--- config.mk ---
export PLATFORM = sky130hd
export DESIGN_NAME = aes_round_sequencer
export DESIGN_NICKNAME = d
export VERILOG_FILES = /design/src/rtl/aes_seq_pkg.sv /design/src/rtl/aes_round_counter.sv /design/src/rtl/aes_round_sequencer.sv
export SDC_FILE = /design/constraint.sdc
export NUM_CORES = 1
export LEC_CHECK = 0
export BUFFER_PORTS_ARGS = -buffer_cell sky130_fd_sc_hd__buf_2
export CAP_MARGIN = 20
export CORE_ASPECT_RATIO = 1.1
export CORE_UTILIZATION = 59
export CTS_CLUSTER_DIAMETER = 120
export DETAILED_ROUTE_END_ITERATION = 10
export PLACE_DENSITY = 0.79
export SKIP_LAST_GASP = 1
export SLEW_MARGIN = 5
export SYNTH_ARGS = -nofsm -noshare
export SYNTH_HDL_FRONTEND = slang
export SYNTH_HIERARCHICAL = 1
export SYNTH_SLANG_ARGS = --single-unit
--- constraint.sdc ---
create_clock -name clk -period 6.3 [get_ports clk]
set_input_delay 0.315 -clock clk [delete_from_list [all_inputs] [get_ports clk]]
set_output_delay 0.315 -clock clk [all_outputs]
set_load 0.005 [all_outputs]
--- src/rtl/aes_seq_pkg.sv ---
// rtl/aes_seq_pkg.sv - shared state type, round count and round-constant helper for the AES sequencer
package aes_seq_pkg;

    localparam int AES128_NR = 10;

    typedef enum logic [2:0] {
        S_IDLE  = 3'd0,
        S_LOAD  = 3'd1,
        S_ROUND = 3'd2,
        S_FINAL = 3'd3,
        S_HOLD  = 3'd4
    } aes_seq_state_t;

    function automatic logic [7:0] xtime(input logic [7:0] b);
        return {b[6:0], 1'b0} ^ (b[7] ? 8'h1b : 8'h00);
    endfunction

    // rcon for round r is x^(r-1) in GF(2^8); round 0 means "no key step"
    function automatic logic [7:0] rcon_f(input logic [31:0] round);
        logic [7:0] rc;
        rc = 8'h01;
        for (int i = 2; i <= 15; i++) begin
            if (32'(i) <= round) rc = xtime(rc);
        end
        return (round == 32'd0) ? 8'h00 : rc;
    endfunction

endpackage

--- src/rtl/aes_round_counter.sv ---
// rtl/aes_round_counter.sv - saturating round counter with clear/load-one/increment and last-round flag
module aes_round_counter #(
    parameter int NR = 10,
    parameter int RW = 4
) (
    input  logic          clk,
    input  logic          rst,
    input  logic          clr,
    input  logic          load,
    input  logic          inc,
    output logic [RW-1:0] count_next,
    output logic          last
);

    localparam logic [RW-1:0] CNT_MAX  = RW'(NR);
    localparam logic [RW-1:0] CNT_LAST = RW'(NR - 1);

    logic [RW-1:0] count_q;
    logic [RW-1:0] count_d;

    always_comb begin
        count_d = count_q;
        if (clr)
            count_d = '0;
        else if (load)
            count_d = RW'(1);
        else if (inc && (count_q != CNT_MAX))
            count_d = count_q + RW'(1);
    end

    always_ff @(posedge clk or posedge rst) begin
        if (rst)
            count_q <= '0;
        else
            count_q <= count_d;
    end

    assign count_next = count_d;
    assign last       = (count_q == CNT_LAST);

endmodule

--- src/rtl/aes_round_sequencer.sv ---
// rtl/aes_round_sequencer.sv - control FSM for the iterative AES cipher datapath and key expansion
module aes_round_sequencer
    import aes_seq_pkg::*;
#(
    parameter int NR           = AES128_NR,
    parameter int RW           = 4,
    parameter bit BACK_TO_BACK = 1'b1
) (
    input  logic          clk,
    input  logic          rst,
    input  logic          start_valid,
    output logic          start_ready,
    input  logic          abort,
    output logic          out_valid,
    input  logic          out_ready,
    output logic          dp_load,
    output logic          dp_round_en,
    output logic          dp_final,
    output logic          kexp_load,
    output logic          kexp_en,
    output logic [7:0]    rcon,
    output logic [RW-1:0] round_idx,
    output logic          busy
);

    if (NR < 2 || NR > 14 || (1 << RW) <= NR) begin : g_bad_cfg
        $error("aes_round_sequencer: NR must be 2..14 and fit in RW bits");
    end

    aes_seq_state_t state_q, state_d;

    logic          cnt_clr, cnt_load, cnt_inc;
    logic [RW-1:0] cnt_d;
    logic          cnt_last;

    logic          start_ready_c, start_fire;

    logic          dp_load_q, dp_load_d;
    logic          dp_round_en_q, dp_round_en_d;
    logic          dp_final_q, dp_final_d;
    logic          out_valid_q, out_valid_d;
    logic          busy_q, busy_d;
    logic [RW-1:0] round_idx_q, round_idx_d;
    logic [7:0]    rcon_q, rcon_d;

    aes_round_counter #(.NR(NR), .RW(RW)) u_cnt (
        .clk        (clk),
        .rst        (rst),
        .clr        (cnt_clr),
        .load       (cnt_load),
        .inc        (cnt_inc),
        .count_next (cnt_d),
        .last       (cnt_last)
    );

    // In HOLD, out_ready alone completes the transfer because out_valid is high there.
    always_comb begin
        start_ready_c = !rst && !abort &&
                        ((state_q == S_IDLE) ||
                         (BACK_TO_BACK && (state_q == S_HOLD) && out_ready));
        start_fire    = start_valid && start_ready_c;

        state_d  = state_q;
        cnt_clr  = 1'b0;
        cnt_load = 1'b0;
        cnt_inc  = 1'b0;

        case (state_q)
            S_IDLE: begin
                if (start_fire) state_d = S_LOAD;
            end
            S_LOAD: begin
                if (abort) begin
                    state_d = S_IDLE;
                    cnt_clr = 1'b1;
                end else begin
                    state_d  = S_ROUND;
                    cnt_load = 1'b1;
                end
            end
            S_ROUND: begin
                if (abort) begin
                    state_d = S_IDLE;
                    cnt_clr = 1'b1;
                end else begin
                    cnt_inc = 1'b1;
                    if (cnt_last) state_d = S_FINAL;
                end
            end
            S_FINAL: begin
                if (abort) begin
                    state_d = S_IDLE;
                    cnt_clr = 1'b1;
                end else begin
                    state_d = S_HOLD;
                end
            end
            S_HOLD: begin
                if (start_fire) begin
                    state_d = S_LOAD;
                    cnt_clr = 1'b1;
                end else if (abort || out_ready) begin
                    state_d = S_IDLE;
                    cnt_clr = 1'b1;
                end
            end
            default: begin
                state_d = S_IDLE;
                cnt_clr = 1'b1;
            end
        endcase
    end

    // Outputs are decoded from the next state so they line up with state_q after the edge.
    always_comb begin
        dp_load_d     = (state_d == S_LOAD);
        dp_round_en_d = (state_d == S_ROUND) || (state_d == S_FINAL);
        dp_final_d    = (state_d == S_FINAL);
        out_valid_d   = (state_d == S_HOLD);
        busy_d        = (state_d == S_LOAD) || (state_d == S_ROUND) || (state_d == S_FINAL);
        round_idx_d   = '0;
        if (state_d == S_ROUND)
            round_idx_d = cnt_d;
        else if (state_d == S_FINAL)
            round_idx_d = RW'(NR);
        rcon_d = rcon_f(32'(round_idx_d));
    end

    always_ff @(posedge clk or posedge rst) begin
        if (rst) begin
            state_q       <= S_IDLE;
            dp_load_q     <= 1'b0;
            dp_round_en_q <= 1'b0;
            dp_final_q    <= 1'b0;
            out_valid_q   <= 1'b0;
            busy_q        <= 1'b0;
            round_idx_q   <= '0;
            rcon_q        <= 8'h00;
        end else begin
            state_q       <= state_d;
            dp_load_q     <= dp_load_d;
            dp_round_en_q <= dp_round_en_d;
            dp_final_q    <= dp_final_d;
            out_valid_q   <= out_valid_d;
            busy_q        <= busy_d;
            round_idx_q   <= round_idx_d;
            rcon_q        <= rcon_d;
        end
    end

    assign start_ready = start_ready_c;
    assign out_valid   = out_valid_q;
    assign dp_load     = dp_load_q;
    assign kexp_load   = dp_load_q;
    assign dp_round_en = dp_round_en_q;
    assign kexp_en     = dp_round_en_q;
    assign dp_final    = dp_final_q;
    assign round_idx   = round_idx_q;
    assign rcon        = rcon_q;
    assign busy        = busy_q;

endmodule

==> results.py <==
metrics = {
    "status": {
        "status": "complete, no violations",
    },
    "synth": {
        "ys_ff_latch": 24,
        "syn_nets": 285,
        "synth_cells": 274,
        "ys_warn_count": 6,
        "async_reset_ff_share_pct": 100,
        "synth_edf_count": 0,
        "synth_flop_cell": "dfrtp_1",
        "ys_types": 69,
        "avgSynthCellArea_sq_um": 8.14,
        "ys_seq_area_share_pct": 26.9,
        "synth.cell_area_sq_mm": 0.00223,
    },
    "global_routing": {
        "grt_pass1_vias": 1936,
        "grt_max_degree": 21,
        "grt_pass1_wl_microns": 9380,
        "antenna_found_initial": 0,
        "grt_overflow_total": 0,
        "grtUsageTotal_pct": 30.8,
    },
    "critical_path": {
        "crit_path_max_fanout": 15,
        "startpoint": "state_q[2]",
        "cp-end-kind": "register",
        "path_class": "register to register",
        "cp-start-kind": "register",
        "cp.arrival_ps": 5740,
        "rr_endpoint": "rcon[6]",
        "r2r_cells": 22,
        "cp_data_required_time_ps": 6410,
        "rr_startpoint": "state_q[2]",
        "r2r_slack_ps": 670,
    },
    "sta": {
        "fin_ws_ps": 668,
        "tightest_slew_ps": 1000,
        "timing.fmax_mhz": 178,
        "grt_setup_unrepaired": "no",
        "final.setup.tns_ps": 0,
        "drv_slew": 0,
        "finalCritPeriodShare_pct": 89.4,
        "fin_skew_ps": 5.87,
        "finalHoldViolCount": 0,
        "maxSlewHeadroom_pct": 32.6,
        "finalSetupViolations": 0,
        "finalCriticalPeriod_ps": 5630,
    },
    "routing": {
        "wl_per_cell_microns": 17.2,
        "antenna_left": 0,
        "routed_via_density": 6.41,
        "via_count": 2167,
        "drt_iter0_markers": 252,
        "wirelength_microns": 5820,
        "firstDrtPassIters": 5,
        "drc": 0,
    },
    "clock_tree": {
        "insertion_delay_ps": 260,
        "cts.clk_slew.worst_paths_ps": 90,
        "clockRootBuffer": "clkbuf_8",
        "cts.sinks": 24,
        "cts_made_buffers": 3,
        "cts_max_level": 1,
        "cts_tree": "done",
        "clock_tree.buffer_depth": 2,
    },
    "power": {
        "swShare_pct": 26.4,
        "p_comb_share_pct": 17.4,
        "internal_power_uw": 270,
        "net-switching-power_uw": 96.6,
        "pwr-share-clk_pct": 36.6,
        "ir_drop_v": 0.000114,
        "power_density_mw_per_mm2": 153,
        "seqPwrFrac_pct": 46.0,
        "power.leakage_uw": 0.00117,
    },
    "run": {
        "cap_violations": 0,
    },
    "cells_and_area": {
        "register_area_sq_um": 601,
        "multiInputGateArea_sq_mm": 0.00146,
        "nNetsFinal": 300,
        "syn_to_final_growth_pct": 7.41,
        "diodes": 0,
        "fill_cells": 329,
        "drive_above_1_share_pct": 18.4,
    },
    "die": {
        "row_count": 23,
        "core_sq_mm": 0.00363,
        "die_h_microns": 66.5,
        "die_x_microns": 60.6,
        "initial_core_util_pct": 61.5,
        "dieArea_sq_mm": 0.00403,
        "io_pins": 25,
    },
    "place": {
        "port_buffers": 24,
        "pre_cts_slack_ps": 841,
        "dp_hpwl_microns": 4330,
        "gp_congestion": 0.966,
    },
    "hold_path": {
        "hp-class": "input pin to register",
        "hold_path_end": "out_valid",
        "min_from": "abort",
        "hold_depth": 2,
    },
}
-- per-stage QoR --
| stage | cells | hold WS, ps | total power (uW) | area (sq um) | util, % |
|---|---|---|---|---|---|
| after floorplan | 274 | 81.1 | 219 | 2230 | - |
| after global placement | 333 | 239 | 232 | 2310 | 63.8 |
| after detailed placement | 333 | 239 | 233 | 2310 | 63.8 |
| after CTS | 338 | 381 | 367 | 2390 | 66.0 |
| after global routing | 338 | 390 | 384 | 2390 | 66.0 |
| final | 338 | 383 | 367 | 2390 | 66.0 |
-- flip-flops by register name, summed over array words and instances (netlist names) --
signal         cells
busy               1
dp_final           1
dp_load            1
dp_round_en        1
out_valid          1
rcon               8
round_idx          4
state_q            3
u_cnt/count_q      4
-- how the worst max path moves through the flow --
stage,to
2_1_floorplan,rcon[4]
3_3_place_gp,rcon[6]
3_5_place_dp,rcon[6]
4_1_cts,rcon[6]
5_1_grt,rcon[6]
6_report,rcon[6]
-- placed cells by master (no fill, tap or decap), types with 3 or more instances in the layout --
cell type and instances:
o211ai_1 8, inv_1 13, clkbuf_8 3, o21ai_0 14
dfrtp_1 24, nand4_1 3, a2bb2oi_1 3, a211oi_1 4
or3_1 5, ha_1 6, nand3_1 12, nand2_1 24
mux2i_1 6, nor3_1 10, nor2_1 28, nor2b_1 5
o31ai_1 4, nand2b_1 3, xor2_1 3, buf_2 24
a21oi_1 22, xnor2_1 5
-- layer usage --
| metal | global-route usage, % | routed length [microns] | vias up |
|---|---|---|---|
| li1 | - | - | 1027 |
| met1 | 41.5 | 2530 | 1026 |
| met2 | 51.9 | 2800 | 105 |
| met3 | 3.11 | 395 | 9 |
| met4 | 7.39 | 93 | 0 |
| met5 | 0 | 0 | - |
-- Yosys cell counts, types with 2 or more instances --
cell | number | area share (%)
nor2_1 | 28 | 4.7
dfrtp_1 | 24 | 27
nand2_1 | 24 | 4.0
a21oi_1 | 22 | 4.9
o21ai_0 | 14 | 3.1
inv_1 | 13 | 2.2
nand3_1 | 12 | 2.7
nor3_1 | 10 | 2.2
o211ai_1 | 8 | 2.7
clkbuf_1 | 7 | 1.2
ha_1 | 6 | 3.4
mux2i_1 | 6 | 2.7
buf_4 | 5 | 1.7
nor2b_1 | 5 | 1.4
or3_1 | 5 | 1.4
xnor2_1 | 5 | 2.0
a211oi_1 | 4 | 1.3
buf_6 | 4 | 2.0
o31ai_1 | 4 | 1.3
a2bb2oi_1 | 3 | 1.2
nand2b_1 | 3 | 0.84
nand4_1 | 3 | 0.84
xor2_1 | 3 | 1.2
a211o_1 | 2 | 0.79
a32o_1 | 2 | 0.90
a41o_1 | 2 | 0.90
and3_1 | 2 | 0.56
inv_2 | 2 | 0.34
o211a_1 | 2 | 0.90
o21ai_1 | 2 | 0.45
o21ai_2 | 2 | 0.79
o22ai_1 | 2 | 0.56
o2bb2ai_1 | 2 | 0.79
-- cell families after synthesis --
family | share of synthesized area (%)
xor gates and xnor gates | 3.14
muxes | 4.21
adders and majority gates | 3.37
AOI/OAI and AO/OA | 27.9
DFF | 26.9
buffers and inverters | 7.80
and+or+nand+nor | 26.7
-- power by group through the flow --
stage                     Combinational, uW  Sequential (uW)  Clock (uW)
after floorplan                        50.6              168           0
after global placement                 61.2              170           0
after detailed placement               61.8              171           0
after CTS                              62.7              168         136
after global routing                   71.8              170         142
final                                  63.8              169         134
-- area by class of cell --
cell class                      count  area share (%)
Timing Repair Buffer               27            6.06
Inverter                           16            2.51
Sequential cell                    24            25.1
Clock buffer                        3            1.72
Tap cell                           50            2.61
Multi-Input combinational cell    217            60.8
Clock inverter                      1            1.25
-- critical path, cell delays in order (launching register included) --
cell       delay, ps
dfrtp_1          540
or2_0            400
nor2_1           250
inv_1            120
or3_1            350
a21boi_1         130
buf_4            200
nor2_1            80
o2bb2ai_1        240
nand2_1          250
inv_2            290
nand2_1          190
nand2_1          160
ha_1             270
inv_1            120
o311ai_1         440
and2_1           200
a41o_1           260
mux2i_4          330
and2_4           240
mux2i_1           70
a22oi_1          210
o21ai_0          150
-- what timing repair did --
item / 4_1_cts / 5_1_grt
endpoints found under the hold margin: 4 / 0
resized for setup: 0 / 0
hold buffers: 1 / 0
buffers inserted: 0 / 0
Power figures use the tool's default switching activity.
